<file path="config.mk">
export PLATFORM = sky130hd
export DESIGN_NAME = token_packer
export DESIGN_NICKNAME = d
export VERILOG_FILES = /design/src/rtl/token_packer.sv
export SDC_FILE = /design/constraint.sdc
export NUM_CORES = 1
export LEC_CHECK = 0
export ABC_AREA = 1
export CAP_MARGIN = 20
export CORE_AREA = 2 2 81 83
export CTS_CLUSTER_SIZE = 10
export DETAILED_ROUTE_END_ITERATION = 6
export DIE_AREA = 0 0 83 85
export GPL_TIMING_DRIVEN = 0
export PLACE_DENSITY_LB_ADDON = 0.05
export RECOVER_POWER = 25
export REMOVE_ABC_BUFFERS = 1
export SYNTH_ARGS = -nofsm -noshare
export SYNTH_HDL_FRONTEND = slang
export SYNTH_SLANG_ARGS = --single-unit
</file>
<file path="constraint.sdc">
create_clock -name clk -period 2.9 [get_ports clk]
set_input_delay 0.725 -clock clk [delete_from_list [all_inputs] [get_ports clk]]
set_output_delay 0.725 -clock clk [all_outputs]
set_load 0.01 [all_outputs]
</file>
<file path="src/rtl/token_packer.sv">
// token_packer: packs an LSB-first serial token stream into W-bit words and queues them in a DEPTH-entry valid/ready FIFO.
// Define TOKEN_PACKER_ONES_EN to store each word's popcount and present it on out_ones.
module token_packer #(
    parameter int W = 8,
    parameter int DEPTH = 4
) (
    input  logic                         clk,
    input  logic                         rst,
    input  logic                         en,
    input  logic                         in_bit,
    output logic                         out_valid,
    input  logic                         out_ready,
    output logic [W-1:0]                 out_data,
`ifdef TOKEN_PACKER_ONES_EN
    output logic [$clog2(W+1)-1:0]       out_ones,
`endif
    output logic [$clog2(DEPTH+1)-1:0]   level,
    output logic                         overflow
);
    localparam int CW = $clog2(W);
    localparam int AW = $clog2(DEPTH);
    localparam int LW = $clog2(DEPTH + 1);
    logic [CW-1:0] cnt;
    logic [W-1:0]  sr, word;
    logic [AW-1:0] rd_ptr, wr_ptr;
    logic [W-1:0]  mem [DEPTH];
    logic          done, full, pop, push;
    // word is the shift register with the current bit merged in, so a completing word is pushed on its last edge
    always_comb begin
        word = sr;
        word[cnt] = in_bit;
    end
    assign done      = en && cnt == CW'(W - 1);
    assign full      = level == LW'(DEPTH);
    assign out_valid = level != '0;
    assign pop       = out_valid && out_ready;
    assign push      = done && (!full || pop);
    assign out_data  = mem[rd_ptr];
    always_ff @(posedge clk) begin
        if (rst) begin
            cnt      <= '0;
            sr       <= '0;
            rd_ptr   <= '0;
            wr_ptr   <= '0;
            level    <= '0;
            overflow <= 1'b0;
            for (int i = 0; i < DEPTH; i++) mem[i] <= '0;
        end else begin
            if (en) begin
                sr  <= word;
                cnt <= done ? '0 : cnt + CW'(1);
            end
            if (push) begin
                mem[wr_ptr] <= word;
                wr_ptr      <= wr_ptr + AW'(1);
            end
            if (pop) rd_ptr <= rd_ptr + AW'(1);
            if (push != pop) level <= push ? level + LW'(1) : level - LW'(1);
            if (done && full && !pop) overflow <= 1'b1;
        end
    end
`ifdef TOKEN_PACKER_ONES_EN
    localparam int OW = $clog2(W + 1);
    logic [OW-1:0] ones;
    logic [OW-1:0] ones_mem [DEPTH];
    always_comb begin
        ones = '0;
        for (int i = 0; i < W; i++) ones = ones + OW'(word[i]);
    end
    always_ff @(posedge clk) begin
        if (rst) begin
            for (int i = 0; i < DEPTH; i++) ones_mem[i] <= '0;
        end else if (push) begin
            ones_mem[wr_ptr] <= ones;
        end
    end
    assign out_ones = ones_mem[rd_ptr];
`endif
endmodule
</file>
==> results of run 1 <==
worst max-delay path by stage:
stage	cells past startpoint	from	endpoint	slack, ns
floorplan	6	cnt[1]	mem[3][0]	0.81
global placement	5	en	mem[2][4]	-0.69
detailed placement	5	en	mem[3][2]	-0.28
CTS	5	en	mem[3][2]	0.05
global route	7	en	mem[0][2]	0.004
finish	7	en	mem[0][2]	0.19
sequential cells by signal, indices dropped and copies added, names as in the netlist, named ones only:
name and cells:
rd_ptr 2, mem 32, level 3, sr 8, overflow 1, cnt 3, wr_ptr 2
cells by family after synthesis:
family	Yosys count	synth area share, %
flip-flops	53	57.7
AO/OA/AOI/OAI	60	14.1
buffers and inverters	39	6.48
AND/OR/NAND/NOR	113	19.9
adder cells (fa/ha/maj)	3	1.88
cell usage after synthesis, drive strengths merged:
library cell  instances
o21a                  1
nor2                 63
o22ai                 8
buf                   5
o21ai                34
nand2                35
inv                  32
fa                    1
o31ai                 1
dfxtp                21
clkinv                1
o21bai                1
edfxtp               32
clkbuf                1
a21oi                10
nand3                13
a211oi                1
a21boi                2
or2                   2
ha                    2
o211ai                2
metal layers:
metal  routed length (µm)  vias up  share of wire (%)
met5                    0        -                  0
met4                   53        0                1.1
met3                  126        7                2.6
met2                 2320       26                 47
met1                 2410      803                 49
li1                     -      947                  -
per-stage QoR:
step / util, % / hold WS (ns) / cells / total power, W
CTS: 44.4 / 0.482 / 365 / 0.00207
finish: 45.7 / 0.470 / 373 / 0.00207
floorplan: - / 0.437 / 262 / 0.00128
global placement: 42.4 / 0.455 / 356 / 0.00157
global route: 45.7 / 0.495 / 373 / 0.00220
detailed placement: 42.6 / 0.456 / 357 / 0.00157
layout make-up:
type / instances / area share, %
clock buffers: 6 / 2.56
clock inverters: 2 / 1.37
inverters: 33 / 4.64
multi-input cells: 176 / 30.8
flip-flops and latches: 53 / 48.9
well taps: 77 / 3.40
repair buffers: 26 / 8.39
power groups by stage:
stage | registers [W] | clock network (W) | logic (W)
2_1_floorplan | 0.000950 | 0 | 0.000328
3_3_place_gp | 0.000963 | 0 | 0.000604
3_5_place_dp | 0.000965 | 0 | 0.000604
4_1_cts | 0.000949 | 0.000512 | 0.000606
5_1_grt | 0.000963 | 0.000540 | 0.000697
6_report | 0.000949 | 0.000501 | 0.000625
repair_timing:
action                                  4_1_cts  5_1_grt
gates resized for setup                       1        4
hold buffers                                  0        0
endpoints found under the setup margin        8       26
hold endpoints to repair                      0        0
setup buffers                                 0        8
==> results.ini, run 1 <==
[outcome]
status = complete, no violations

[synthesis]
netlist_top_cells_area = edfxtp_1, dfxtp_1, nor2_1
yosys.area.top_type = edfxtp_1
ys_ff_latch = 53
postSynthCellCount = 268
synth_top_area_share_pct = 40.1
synth.avg_cell_area_um2 = 8.94
netlist_area_um2 = 2390
synth.distinct_cells = 29
synth_seq_area_share_pct = 57.7
synth.yosys.warnings = 0

[layout]
n_antenna_cell = 0
layout_commonest_cell = nor2_1
ff_latch_area_um2 = 1390
final_cell_mix = nor2_1, o21ai_0, edfxtp_1
drive_gt1_share_pct = 11.1
multi_input_area_um2 = 872
stdcell_area_um2 = 2830
num-fill-cells = 613
fin_nets = 303
area_growth_pct = 18.3

[timing]
fin_crit_ns = 2.71
max_slew.worst_pin.slew_ns = 0.592
slew_viol_final = 0
clock_skew_ns = 0.0124
relSlewSlack_pct = 60.4
layout_worst_path_cycle_share_pct = 93.6
setup_ws_ns = 0.186
finalSetupViolations = 0
tns_ns = 0
fmax_mhz = 368
hold_viol = 0
rsz0062_at_grt = false

[pwr]
p_comb_share_pct = 30.1
swShare_pct = 31.0
p_per_area_nw_per_um2 = 732
internal_power_w = 0.00143
vdd_drop_max_mv = 0.375
p_seq_share_pct = 45.7
clkPwrFrac_pct = 24.1
p_switching_w = 0.000644
p_leak_nw = 1.15

[worst_setup_path]
cp_top_family = buffers and inverters
r2r-start = cnt[1]
path_max_fanout = 16
worst_path_max_delay_cell = clkdlybuf4s50_1
crit_arrival_ns = 2.67
reg2reg_to = mem[0][2]
slowest_delay_ns = 0.85
required_ns = 2.86
cp_num_buf_inv = 2
ff2ff_path_depth = 8
cp-start-kind = input port
crit_path_end_kind = flop
cp_cell_sequence = clkdlybuf4s50_1, nand2_2, inv_2, nand3_2, nor2_2, nand2_2, nand2_1
crit_type = input port to flop
r2r_setup_slack_ns = 0.66
cpMostUsedCell = nand2_2

[flow_run]
drv_cap = 0

[worst_hold_path]
hold_path_class = flop to flop
holdPathStages = 1
worstHoldStart = rd_ptr[0]

[placed_design]
placed_area_um2 = 2640
dp_hpwl_um = 3370
dp_slack_ns = -0.282
port_buffers = 17
place.gp.congestion = 0.768

[floorplan]
initial_core_util_pct = 38.6
fp.dieArea_um2 = 7060
rows = 29
ios = 18
fp.dieW_um = 83
die_h_um = 85
core_area_um2 = 6200

[grt]
grtUsageMet3_pct = 3.31
grt_pass1_wl_um = 8200
antenna_found_initial = 0
busiest_layer = met2
use_met1_pct = 19.3
use_met2_pct = 24.6
grt_use_total_pct = 14.7
grt-ovfl-total = 0
grt_max_degree = 18
grt_pass1_vias = 1677

[detailed_routing]
drt_pass1_iterations = 4
viasPerCell = 4.78
drt_iter0_drc = 78
drtAntennaViolNets = 0
vias = 1783
drc = 0
wire_per_inst_um = 13.1
routed_wl_um = 4900

[clock_tree]
cts_num_sinks = 53
path_clk_slew_ns = 0.09
tritoncts = done
cts_buffers = 5
root_buffer = clkbuf_8
clock_latency_ns = 0.31
clock_path_buffers = 2
htreeDepth = 2

Note: power is estimated with default switching activity, not from simulation.
==> run 2, diff against run 1 <==
--- a/config.mk
+++ b/config.mk
@@ -5,7 +5,6 @@
 export SDC_FILE = /design/constraint.sdc
 export NUM_CORES = 1
 export LEC_CHECK = 0
-export ABC_AREA = 1
 export CAP_MARGIN = 20
 export CORE_AREA = 2 2 81 83
 export CTS_CLUSTER_SIZE = 10
==> run 2 against run 1 <==
Against the previous run:
- synthesized area shrank 0.73%
- first-iteration DRC count shrank 15%
- sequential share of layout area grew 2.7 points
- worst hold slack gained 0.010 ns
- utilization shrank 2.4 points
- die area is the same
- sequential power grew 2.1%
- sequential cell count is the same
- clock skew shrank 0.0071 ns
- critical path type unchanged
- critical endpoint is now level[2]
- largest power group unchanged
==> results.ini, run 2 <==
[placed_design]
place.gp.congestion = 0.864  ; was 0.768
port_buffers = 17  ; unchanged
dp_slack_ns = -0.802  ; was -0.282 ns
placed_area_um2 = 2590  ; was 2640 µm²
dp_hpwl_um = 3200  ; was 3370 µm

[floorplan]
fp.dieArea_um2 = 7060  ; unchanged
core_area_um2 = 6200  ; unchanged
initial_core_util_pct = 38.3  ; was 38.6%
fp.dieW_um = 83  ; unchanged
rows = 29  ; unchanged
ios = 18  ; unchanged
die_h_um = 85  ; unchanged

[pwr]
p_per_area_nw_per_um2 = 685  ; was 732 nW/µm²
vdd_drop_max_mv = 0.412  ; was 0.375 mV
finalPower_w = 0.00184  ; was 0.00207 W
p_leak_nw = 0.924  ; was 1.15 nW

[timing]
setup_ws_ns = 0.150  ; was 0.186 ns
fin_hold_ws_ns = 0.481  ; was 0.470 ns
clock_skew_ns = 0.00529  ; was 0.0124 ns
fmax_mhz = 364  ; was 368 MHz
tns_ns = 0  ; unchanged
max_slew.worst_pin.slew_ns = 0.915  ; was 0.592 ns
hold_viol = 0  ; unchanged
layout_worst_path_cycle_share_pct = 94.8  ; was 93.6%
relSlewSlack_pct = 38.6  ; was 60.4%
fin_crit_ns = 2.75  ; was 2.71 ns
slew_viol_final = 0  ; unchanged
finalSetupViolations = 0  ; unchanged
rsz0062_at_grt = false  ; unchanged

[layout]
final_cell_mix = nor2_1, edfxtp_1, dfxtp_1  ; was nor2_1, o21ai_0, edfxtp_1
num-fill-cells = 571  ; was 613
largest_register = mem  ; unchanged
largestRegisters = mem x32, sr x8  ; unchanged
largest_reg_flops = 32  ; unchanged
stdcell_area_um2 = 2690  ; was 2830 µm²
n_antenna_cell = 0  ; unchanged
drive_gt1_share_pct = 11.0  ; was 11.1%
fin_nets = 225  ; was 303
area_growth_pct = 13.1  ; was 18.3%
layout_commonest_cell = nor2_1  ; unchanged

[synthesis]
ys_ff_latch = 53  ; unchanged
synth_top_area_share_pct = 40.4  ; was 40.1%
yosys.area.top_type = edfxtp_1  ; unchanged
synth_seq_area_share_pct = 58.1  ; was 57.7%
synth.yosys.warnings = 0  ; unchanged
synth_edf_count = 32  ; unchanged
synth.avg_cell_area_um2 = 11.7  ; was 8.94 µm²
synthTopCellsByCount = nor2_1, edfxtp_1, dfxtp_1  ; was nor2_1, o21ai_0, edfxtp_1
postSynthCellCount = 204  ; was 268
synth.distinct_cells = 33  ; was 29
netlist_top_cells_area = edfxtp_1, dfxtp_1, nor2_1  ; unchanged
async_reset_ff_share_pct = 0  ; unchanged
ys.flop_type = edfxtp_1  ; unchanged
netlist_area_um2 = 2380  ; was 2390 µm²
synth_most_common_cell = nor2_1  ; unchanged

[clock_tree]
htreeDepth = 2  ; unchanged
root_buffer = clkbuf_8  ; unchanged
hold_buffers = 0  ; unchanged
clock_latency_ns = 0.31  ; about the same
path_clk_slew_ns = 0.09  ; about the same
tritoncts = done  ; unchanged
cts_buffers = 5  ; unchanged
postCtsSetupRepairBufs = 0  ; unchanged
cts_num_sinks = 53  ; unchanged
clock_path_buffers = 2  ; unchanged

[worst_setup_path]
ff2ff_path_depth = 9  ; was 8
reg2reg_to = level[2]  ; was mem[0][2]
worst_path_max_delay_cell = dlygate4sd3_1  ; was clkdlybuf4s50_1
cp_top_family = buffers and inverters  ; unchanged
crit_type = input port to flop  ; unchanged
cp-start-kind = input port  ; unchanged
r2r_setup_slack_ns = 0.27  ; was 0.66 ns
r2r-start = cnt[0]  ; was cnt[1]
required_ns = 3.11  ; was 2.86 ns
cp_cell_sequence = dlygate4sd3_1, nor4b_4, nor2_2, inv_1, fa_1, a21boi_2, a211oi_1, mux2_4  ; was clkdlybuf4s50_1, nand2_2, inv_2, nand3_2, nor2_2, nand2_2, nand2_1
path_max_fanout = 5  ; was 16
slowest_delay_ns = 0.65  ; was 0.85 ns
crit_arrival_ns = 2.96  ; was 2.67 ns
crit_path_end_kind = flop  ; unchanged
cp_num_buf_inv = 2  ; unchanged

[detailed_routing]
drtAntennaViolNets = 0  ; unchanged
routed_wl_um = 4750  ; was 4900 µm
drc = 0  ; unchanged
drt_iter0_drc = 66  ; was 78
drt_pass1_iterations = 4  ; unchanged
wire_per_inst_um = 16.1  ; was 13.1 µm
viasPerCell = 5.22  ; was 4.78
vias = 1539  ; was 1,783

[outcome]
status = complete, no violations  ; unchanged

[grt]
grt_pass1_vias = 1529  ; was 1,677
grt_max_degree = 24  ; was 18
grt_pass1_wl_um = 7650  ; was 8200 µm
grt_use_total_pct = 14.2  ; was 14.7%
grt-ovfl-total = 0  ; unchanged
antenna_found_initial = 0  ; unchanged

[flow_run]
drv_cap = 0  ; unchanged

[worst_hold_path]
worstHoldStart = overflow  ; was rd_ptr[0]
holdPathStages = 2  ; was 1
hold_path_class = flop to flop  ; unchanged
worst_hold_path.endpoint = overflow

-- run 2: changes by cell type in the layout (fill, tap and decap cells not counted), sizes merged, moves of 6 or more --
cell / change
o21ai: -30
inv: -26
nand2: -23
mux2i: +9
nand3: -9
a211oi: +8
buf: -8
mux4: +8
nor2: -8
o22ai: -8
a21oi: -6
-- run 2: power by group --
part,switching (W),internal [W],total (W)
Combinational,0.000179,0.000271,0.000449
Clock,0.000252,0.000171,0.000423
Sequential,0.000111,0.000858,0.000969
Total,0.000542,0.00130,0.00184
-- run 2: how the worst max path moves through the flow --
stage	startpoint	to	slack [ns]	cells after the start
after floorplan	cnt[0]	level[2]	0.48	9
after global placement	en	level[2]	-0.70	8
after detailed placement	en	level[2]	-0.80	8
after CTS	flop	out_data[0]	0.02	2
after global routing	out_ready	level[2]	0.04	8
final	out_ready	level[2]	0.15	8
-- run 2: metal layers --
metal | share of wire [%] | wire (µm) | track usage (%) | vias to the layer above
met5 | 0 | 0 | 0 | -
met4 | 1.9 | 89 | 5.37 | 0
met3 | 2.7 | 129 | 3.02 | 9
met2 | 52 | 2460 | 25.6 | 22
met1 | 44 | 2070 | 16.8 | 752
li1 | - | - | - | 756
-- run 2: cells by family after synthesis --
group	count (synthesis)	synth area share, %
and+or+nand+nor	89	17.3
DFF	53	58.1
AOI/OAI and AO/OA	22	6.47
muxes	18	12.0
buffers and inverters	15	2.79
xor gates and xnor gates	4	1.47
adders and majority gates	3	1.89
-- run 2: final cells by class --
cell class / count / area, µm² / area share, %
flip-flops and latches: 53 / 1390 / 51.5
multi-input cells: 136 / 932 / 34.7
clock inverters: 2 / 15.0 / 0.559
well taps: 77 / 96.3 / 3.58
clock buffers: 6 / 72.6 / 2.70
inverters: 4 / 15.0 / 0.559
repair buffers: 17 / 171 / 6.38
-- run 2: timing repair --
action,in CTS,in global routing
endpoints found under the setup margin,17,8
gates resized for setup,3,4
pin swaps,0,0
-- run 2: per-stage QoR --
step / instances / utilization (%)
2_1_floorplan: 193 / -
3_3_place_gp: 287 / 41.8
3_5_place_dp: 287 / 41.8
4_1_cts: 295 / 43.2
5_1_grt: 295 / 43.3
6_report: 295 / 43.3
-- run 2: worst register-to-register path: stages (launching register included) --
cell	delay, ns
dfxtp_2	0.44
ha_1	0.19
ha_1	0.23
nand2_1	0.16
nor2_2	0.25
inv_1	0.08
fa_1	0.37
a21boi_2	0.16
a211oi_1	0.31
mux2_4	0.33
